--- config.mk ---
export PLATFORM = sky130hd
export DESIGN_NAME = halfband_interp
export DESIGN_NICKNAME = d
export VERILOG_FILES = /design/src/rtl/hb_interp_pkg.sv /design/src/rtl/halfband_interp_preadd_mac.sv /design/src/rtl/halfband_interp.sv
export SDC_FILE = /design/constraint.sdc
export NUM_CORES = 2
export LEC_CHECK = 0
export ABC_AREA = 1
export BUFFER_PORTS_ARGS = -buffer_cell sky130_fd_sc_hd__buf_2
export CORE_MARGIN = 4
export CORE_UTILIZATION = 55
export DETAILED_ROUTE_END_ITERATION = 8
export PLACE_DENSITY = 0.71
export SKIP_CTS_REPAIR_TIMING = 1
export SYNTH_ARGS = -nofsm -noshare
export SYNTH_HDL_FRONTEND = slang
export SYNTH_SLANG_ARGS = --single-unit
--- constraint.sdc ---
create_clock -name i_clock -period 18.1 [get_ports i_clock]
set_input_delay 4.525 -clock i_clock [delete_from_list [all_inputs] [get_ports i_clock]]
set_output_delay 4.525 -clock i_clock [all_outputs]
set_load 0.1 [all_outputs]
--- src/rtl/hb_interp_pkg.sv ---
`default_nettype none
// ---------------------------------------------------------------------------
// hb_interp_pkg : shared constants, coefficient ROM and FSM states for the
//                 halfband 2x interpolator.            Rev 1.0
// ---------------------------------------------------------------------------
package hb_interp_pkg;

  localparam int c_width_dflt  = 16;
  localparam int c_cwidth_dflt = 18;
  localparam int c_accw_dflt   = 40;
  localparam int c_ntaps       = 8;
  localparam int c_nbuf        = 16;

  // Q1.17 half-length coefficient set; taps i and 15-i share c[i]
  localparam logic signed [c_cwidth_dflt-1:0] c_coef [0:c_ntaps-1] = '{
    -18'sd64, 18'sd192, -18'sd480, 18'sd1024,
    -18'sd1984, 18'sd3712, -18'sd7168, 18'sd70304
  };

  localparam int c_rnd = 65536;

  // Three flush cycles line OUT up with the final accumulate at edge 12
  localparam logic [2:0] c_mac_last   = 3'd7;
  localparam logic [2:0] c_drain_last = 3'd2;

  typedef enum logic [2:0] {
    S_IDLE   = 3'd0,
    S_CENTER = 3'd1,
    S_MAC    = 3'd2,
    S_DRAIN  = 3'd3,
    S_OUT    = 3'd4
  } state_t;

endpackage
`default_nettype wire

--- src/rtl/halfband_interp_preadd_mac.sv ---
`default_nettype none
// ---------------------------------------------------------------------------
// preadd_mac : 4-stage operand register / pre-add / multiply / accumulate
//              pipeline for the symmetric halfband taps.   Rev 1.0
// ---------------------------------------------------------------------------
module preadd_mac
  import hb_interp_pkg::*;
#(
  parameter int WIDTH  = c_width_dflt,
  parameter int CWIDTH = c_cwidth_dflt,
  parameter int ACCW   = c_accw_dflt
) (
  input  logic                     i_clock,
  input  logic                     i_reset,
  input  logic                     i_clear,
  input  logic signed [WIDTH-1:0]  i_a,
  input  logic signed [WIDTH-1:0]  i_b,
  input  logic signed [CWIDTH-1:0] i_coef,
  input  logic                     i_valid,
  input  logic                     i_first,
  output logic signed [ACCW-1:0]   o_acc
);

  localparam int c_pw = WIDTH + 1;
  localparam int c_mw = c_pw + CWIDTH;

  logic signed [WIDTH-1:0]  r_a, r_b;
  logic signed [CWIDTH-1:0] r_coef1, r_coef2;
  logic signed [c_pw-1:0]   r_pre;
  logic signed [c_mw-1:0]   r_prod;
  logic signed [ACCW-1:0]   r_acc;
  logic                     r_v1, r_v2, r_v3;
  logic                     r_f1, r_f2, r_f3;

  always_ff @(posedge i_clock or posedge i_reset) begin
    if (i_reset) begin
      r_a     <= '0;
      r_b     <= '0;
      r_coef1 <= '0;
      r_coef2 <= '0;
      r_pre   <= '0;
      r_prod  <= '0;
      r_acc   <= '0;
      r_v1    <= 1'b0;
      r_v2    <= 1'b0;
      r_v3    <= 1'b0;
      r_f1    <= 1'b0;
      r_f2    <= 1'b0;
      r_f3    <= 1'b0;
    end else if (i_clear) begin
      r_a     <= '0;
      r_b     <= '0;
      r_coef1 <= '0;
      r_coef2 <= '0;
      r_pre   <= '0;
      r_prod  <= '0;
      r_acc   <= '0;
      r_v1    <= 1'b0;
      r_v2    <= 1'b0;
      r_v3    <= 1'b0;
      r_f1    <= 1'b0;
      r_f2    <= 1'b0;
      r_f3    <= 1'b0;
    end else begin
      r_a     <= i_a;
      r_b     <= i_b;
      r_coef1 <= i_coef;
      r_v1    <= i_valid;
      r_f1    <= i_valid & i_first;
      r_pre   <= c_pw'(r_a) + c_pw'(r_b);
      r_coef2 <= r_coef1;
      r_v2    <= r_v1;
      r_f2    <= r_f1;
      r_prod  <= c_mw'(r_pre) * c_mw'(r_coef2);
      r_v3    <= r_v2;
      r_f3    <= r_f2;
      // The first pair of a sample restarts the sum instead of adding to it
      if (r_v3) r_acc <= r_f3 ? ACCW'(r_prod) : r_acc + ACCW'(r_prod);
    end
  end

  assign o_acc = r_acc;

endmodule
`default_nettype wire

--- src/rtl/halfband_interp.sv ---
`default_nettype none
// ---------------------------------------------------------------------------
// halfband_interp : halfband 2x interpolator, one sample in, center tap then
//                   filtered sample out.                   Rev 1.0
// ---------------------------------------------------------------------------
module halfband_interp
  import hb_interp_pkg::*;
#(
  parameter int WIDTH  = c_width_dflt,
  parameter int CWIDTH = c_cwidth_dflt,
  parameter int ACCW   = c_accw_dflt
) (
  input  logic                    i_clock,
  input  logic                    i_reset,
  input  logic                    i_enable,
  input  logic                    i_clear,
  input  logic                    i_strobe_in,
  input  logic signed [WIDTH-1:0] i_sample_in,
  output logic                    o_strobe_out,
  output logic signed [WIDTH-1:0] o_sample_out,
  output logic                    o_overrun
);

  state_t                   r_state, w_next;
  logic [2:0]               r_cnt;
  logic signed [WIDTH-1:0]  r_buf [c_nbuf];
  logic                     r_strobe, r_overrun;
  logic signed [WIDTH-1:0]  r_sample;

  logic                     w_busy, w_accept, w_ovf;
  logic signed [WIDTH-1:0]  w_a, w_b, w_sat;
  logic signed [CWIDTH-1:0] w_coef;
  logic signed [ACCW-1:0]   w_acc, w_rnd, w_shift;

  assign w_busy   = (r_state != S_IDLE);
  assign w_accept = i_strobe_in & i_enable & ~w_busy & ~i_clear;

  always_ff @(posedge i_clock or posedge i_reset) begin
    if (i_reset) r_state <= S_IDLE;
    else         r_state <= w_next;
  end

  always_comb begin
    w_next = r_state;
    case (r_state)
      S_IDLE:   if (w_accept) w_next = S_CENTER;
      S_CENTER: w_next = S_MAC;
      S_MAC:    if (r_cnt == c_mac_last) w_next = S_DRAIN;
      S_DRAIN:  if (r_cnt == c_drain_last) w_next = S_OUT;
      S_OUT:    w_next = S_IDLE;
      default:  w_next = S_IDLE;
    endcase
    if (i_clear) w_next = S_IDLE;
  end

  always_ff @(posedge i_clock or posedge i_reset) begin
    if (i_reset)                r_cnt <= '0;
    else if (w_next != r_state) r_cnt <= '0;
    else                        r_cnt <= r_cnt + 3'd1;
  end

  always_ff @(posedge i_clock or posedge i_reset) begin
    if (i_reset) begin
      for (int k = 0; k < c_nbuf; k++) r_buf[k] <= '0;
    end else if (i_clear) begin
      for (int k = 0; k < c_nbuf; k++) r_buf[k] <= '0;
    end else if (w_accept) begin
      r_buf[0] <= i_sample_in;
      for (int k = 1; k < c_nbuf; k++) r_buf[k] <= r_buf[k-1];
    end
  end

  // Pair i of the symmetric fold: x[n-i] + x[n-15+i]
  assign w_a    = r_buf[r_cnt];
  assign w_b    = r_buf[4'd15 - {1'b0, r_cnt}];
  assign w_coef = CWIDTH'(c_coef[r_cnt]);

  preadd_mac #(
    .WIDTH  (WIDTH),
    .CWIDTH (CWIDTH),
    .ACCW   (ACCW)
  ) u_mac (
    .i_clock (i_clock),
    .i_reset (i_reset),
    .i_clear (i_clear),
    .i_a     (w_a),
    .i_b     (w_b),
    .i_coef  (w_coef),
    .i_valid (r_state == S_MAC),
    .i_first (r_cnt == 3'd0),
    .o_acc   (w_acc)
  );

  assign w_rnd   = w_acc + ACCW'(c_rnd);
  assign w_shift = w_rnd >>> (CWIDTH - 1);
  assign w_ovf   = ~((&w_shift[ACCW-1:WIDTH-1]) | ~(|w_shift[ACCW-1:WIDTH-1]));

  always_comb begin
    w_sat = w_shift[WIDTH-1:0];
    if (w_ovf) w_sat = w_shift[ACCW-1] ? {1'b1, {(WIDTH-1){1'b0}}}
                                       : {1'b0, {(WIDTH-1){1'b1}}};
  end

  always_ff @(posedge i_clock or posedge i_reset) begin
    if (i_reset) begin
      r_strobe  <= 1'b0;
      r_sample  <= '0;
      r_overrun <= 1'b0;
    end else if (i_clear) begin
      r_strobe  <= 1'b0;
      r_overrun <= 1'b0;
    end else begin
      r_strobe <= 1'b0;
      if (r_state == S_CENTER) begin
        r_strobe <= 1'b1;
        r_sample <= r_buf[7];
      end else if (r_state == S_OUT) begin
        r_strobe <= 1'b1;
        r_sample <= w_sat;
      end
      if (i_strobe_in & i_enable & w_busy) r_overrun <= 1'b1;
    end
  end

  assign o_strobe_out = r_strobe;
  assign o_sample_out = r_sample;
  assign o_overrun    = r_overrun;

endmodule
`default_nettype wire
==> metrics.yaml <==
clocking:
  cts_tree: "built"
  clock_path_buffers: 3
  clk_latency_ns: 0.57
  clockRootBuffer: "clkbuf_16"
  path_clk_slew_ns: 0.06
  cts.sinks: 420
  htree_levels: 2
  cts_buffers: 43
finish:
  nets: 3945
  layout_common_cells: "inv_1, nand2_1, dfrtp_1, a21oi_1, o21ai_0"
  design_area_um2: 31780
  syn_to_final_growth_pct: 6.830
  utilization_pct: 59.88
  drive_above_1_share_pct: 4.542
  final_common_cell: "inv_1"
  nFillCells: 4756
route:
  wl_per_cell_um: 17.37
  antenna_left: 0
  vias: 23600
  drc: 0
  viasPerCell: 5.516
  first_iter_violations: 1780
  wirelength_mm: 74.31
  drtPass1Iterations: 7
global_route:
  grt_max_degree: 174
  grt_pass1_wl_mm: 121.8
  grt_pass1_vias: 23300
  grt_usage_pct: 26.04
  antenna_found_initial: 1
  gr-total-overflow: 0
timing:
  finalSetupTns_ns: 0
  final-hold-violation-count: 0
  fin_crit_sh_pct: 41.63
  setup_violations: 0
  slew_headroom_pct: 19.83
  min_period_ns: 7.535
  fmax_mhz: 132.7
  finClkSkew_ns: 0.02599
  rsz0062_at_grt: "no"
  drv_slew: 0
  timing_worst_slew_pin_value_ns: 1.202
yosys:
  synth_seq_cells: 420
  ys.warnings.count: 0
  synth_edf_count: 0
  ys_types: 46
  synth_area_per_cell_um2: 8.213
  seq_area_frac_synth_pct: 35.33
  synth_ff_type: "dfrtp_1"
  synth_cells: 3622
  netlist_area_um2: 29750
  synth_nets: 4011
  async_flop_share_pct: 100.0
place:
  hpwl_mm: 52.20
  io_buffers: 38
  placed_area_um2: 30320
  place_congestion: 0.9707
worst_setup_path:
  critPathKind: "in -> reg"
  crit_path_end_kind: "register"
  reg2reg_to: "u_mac.r_prod[34]$_DFF_PP0_"
  critPathArrivalTime_ns: 7.99
  r2r_cells: 20
  cp-start-kind: "input port"
  r2r_slack_ns: 11.30
  cp_data_required_time_ns: 18.56
  cp_max_fo: 139
  worstReg2RegStart: "u_mac.r_coef2[15]$_DFF_PP0_"
die:
  start_util_pct: 56.05
  die_area_um2: 57870
  rows: 84
  die-height_um: 240.6
  coreArea_um2: 53080
  io_pins: 39
  die_w_um: 240.6
pwr:
  clockPowerShare_pct: 22.8
  p_leak_nw: 16.16
  p_comb_share_pct: 46.1
  p_per_area_nw_per_um2: 127.2
  pwr-share-seq_pct: 31.1
  switchingPower_mw: 1.849
  power.internal_mw: 2.193
  vdd_drop_max_v: 0.0001088
  power_switching_share_pct: 45.74
run:
  maxCapViolCount: 0
worst_hold_path:
  holdPathEnd: "u_mac.r_coef2[9]$_DFF_PP0_"
  min_path_type: "reg -> reg"
  hp-start: "u_mac.r_coef1[9]$_DFF_PP0_"
  min_path_cells: 2
status:
  status: "completed"
[layer usage]
layer / track usage (%) / wire, um / vias up
met2: 43.28 / 35560 / 612
met3: 3.691 / 3991 / 137
met4: 6.593 / 2084 / 0
li1: - / - / 11390
met5: 0 / 0 / -
met1: 36.61 / 32670 / 11450
[metrics by stage]
stage          setup slack [ns]  total power, mW  cells  hold slack, ns
2_1_floorplan             1.884            2.587   3622          0.4340
4_1_cts                   10.62            4.055   4277          0.4596
3_3_place_gp              10.10            3.090   4199          0.4356
5_1_grt                   10.34            4.341   4277          0.4816
6_report                  10.57            4.042   4278          0.4562
3_5_place_dp              10.07            3.122   4199          0.4456
[state kept, by name, summed over array words and instances, names as in the netlist, 16 cells and up]
signal / flops
u_mac.o_acc: 35
u_mac.r_a: 16
r_buf: 256
u_mac.r_pre: 17
u_mac.r_b: 16
u_mac.r_prod: 30
o_sample_out: 16
[cell type report]
class	instances	area, um^2	share of cell area, %
Clock buffer	60	1210	3.807
Multi-Input combinational cell	2300	15810	49.75
Inverter	730	2755	8.669
Clock inverter	18	251.5	0.7913
Tap cell	688	860.8	2.709
Sequential cell	420	10520	33.09
Antenna cell	1	2.502	0.007874
Timing Repair Buffer	61	375.4	1.181
[how the worst max path moves through the flow]
stage / start / slack [ns] / to / cells past startpoint
3_3_place_gp: i_strobe_in / 10.10 / r_buf[10]$_DFFE_PP0P_ / 6
6_report: i_strobe_in / 10.57 / r_buf[13]$_DFFE_PP0P_ / 6
3_5_place_dp: i_strobe_in / 10.07 / r_buf[10]$_DFFE_PP0P_ / 6
2_1_floorplan: i_reset / 1.88 / o_overrun$_DFFE_PP0P_ / 1
5_1_grt: i_strobe_in / 10.34 / r_buf[13]$_DFFE_PP0P_ / 6
4_1_cts: i_strobe_in / 10.62 / r_buf[13]$_DFFE_PP0P_ / 6
[power groups by stage]
stage | Sequential (mW) | Clock (mW) | Combinational [mW]
5_1_grt | 1.27 | 0.972 | 2.10
2_1_floorplan | 1.25 | 0 | 1.33
6_report | 1.26 | 0.920 | 1.86
4_1_cts | 1.25 | 0.933 | 1.87
3_5_place_dp | 1.27 | 0 | 1.85
3_3_place_gp | 1.27 | 0 | 1.82
[kinds of logic (layout without fill, tap and decap cells)]
kind of cell    count (synthesis)  after routing  synth area share [%]
simple gates                  987            987                 13.44
mux                             1              1               0.03365
fa+ha+maj                     368            368                 21.46
other cells                     0              1                     0
xor+xnor                       47             47                 1.384
flops                         420            420                 35.33
buf+inv                       902            869                 11.57
compound gates                897            897                 16.78
[synthesized netlist by cell type, types with 6 or more instances]
cell / number / area (um^2)
o21a_1: 41 / 307.8
o22ai_1: 225 / 1408
a31oi_1: 6 / 37.54
inv_1: 725 / 2721
dfrtp_1: 420 / 10510
a21o_1: 9 / 67.56
buf_2: 36 / 180.2
a21oi_1: 322 / 1612
nor2_1: 236 / 885.9
o211ai_1: 6 / 45.04
buf_1: 21 / 78.83
o21ai_0: 262 / 1311
nand3_1: 89 / 445.4
xor2_1: 29 / 254.0
ha_1: 131 / 1639
nor3_1: 18 / 90.09
o21bai_1: 14 / 105.1
fa_1: 237 / 4745
nand4_1: 21 / 131.4
clkbuf_1: 113 / 424.2
nand2_1: 595 / 2233
xnor2_1: 18 / 157.7
nand2_2: 6 / 37.54
[worst max-delay path, stage by stage]
cell,delay [ns]
buf_2,0.10
nand4_2,0.66
nor2_2,1.06
inv_6,0.55
buf_4,0.62
o21ai_0,0.33
No activity file was read; power rests on OpenSTA's default activity.
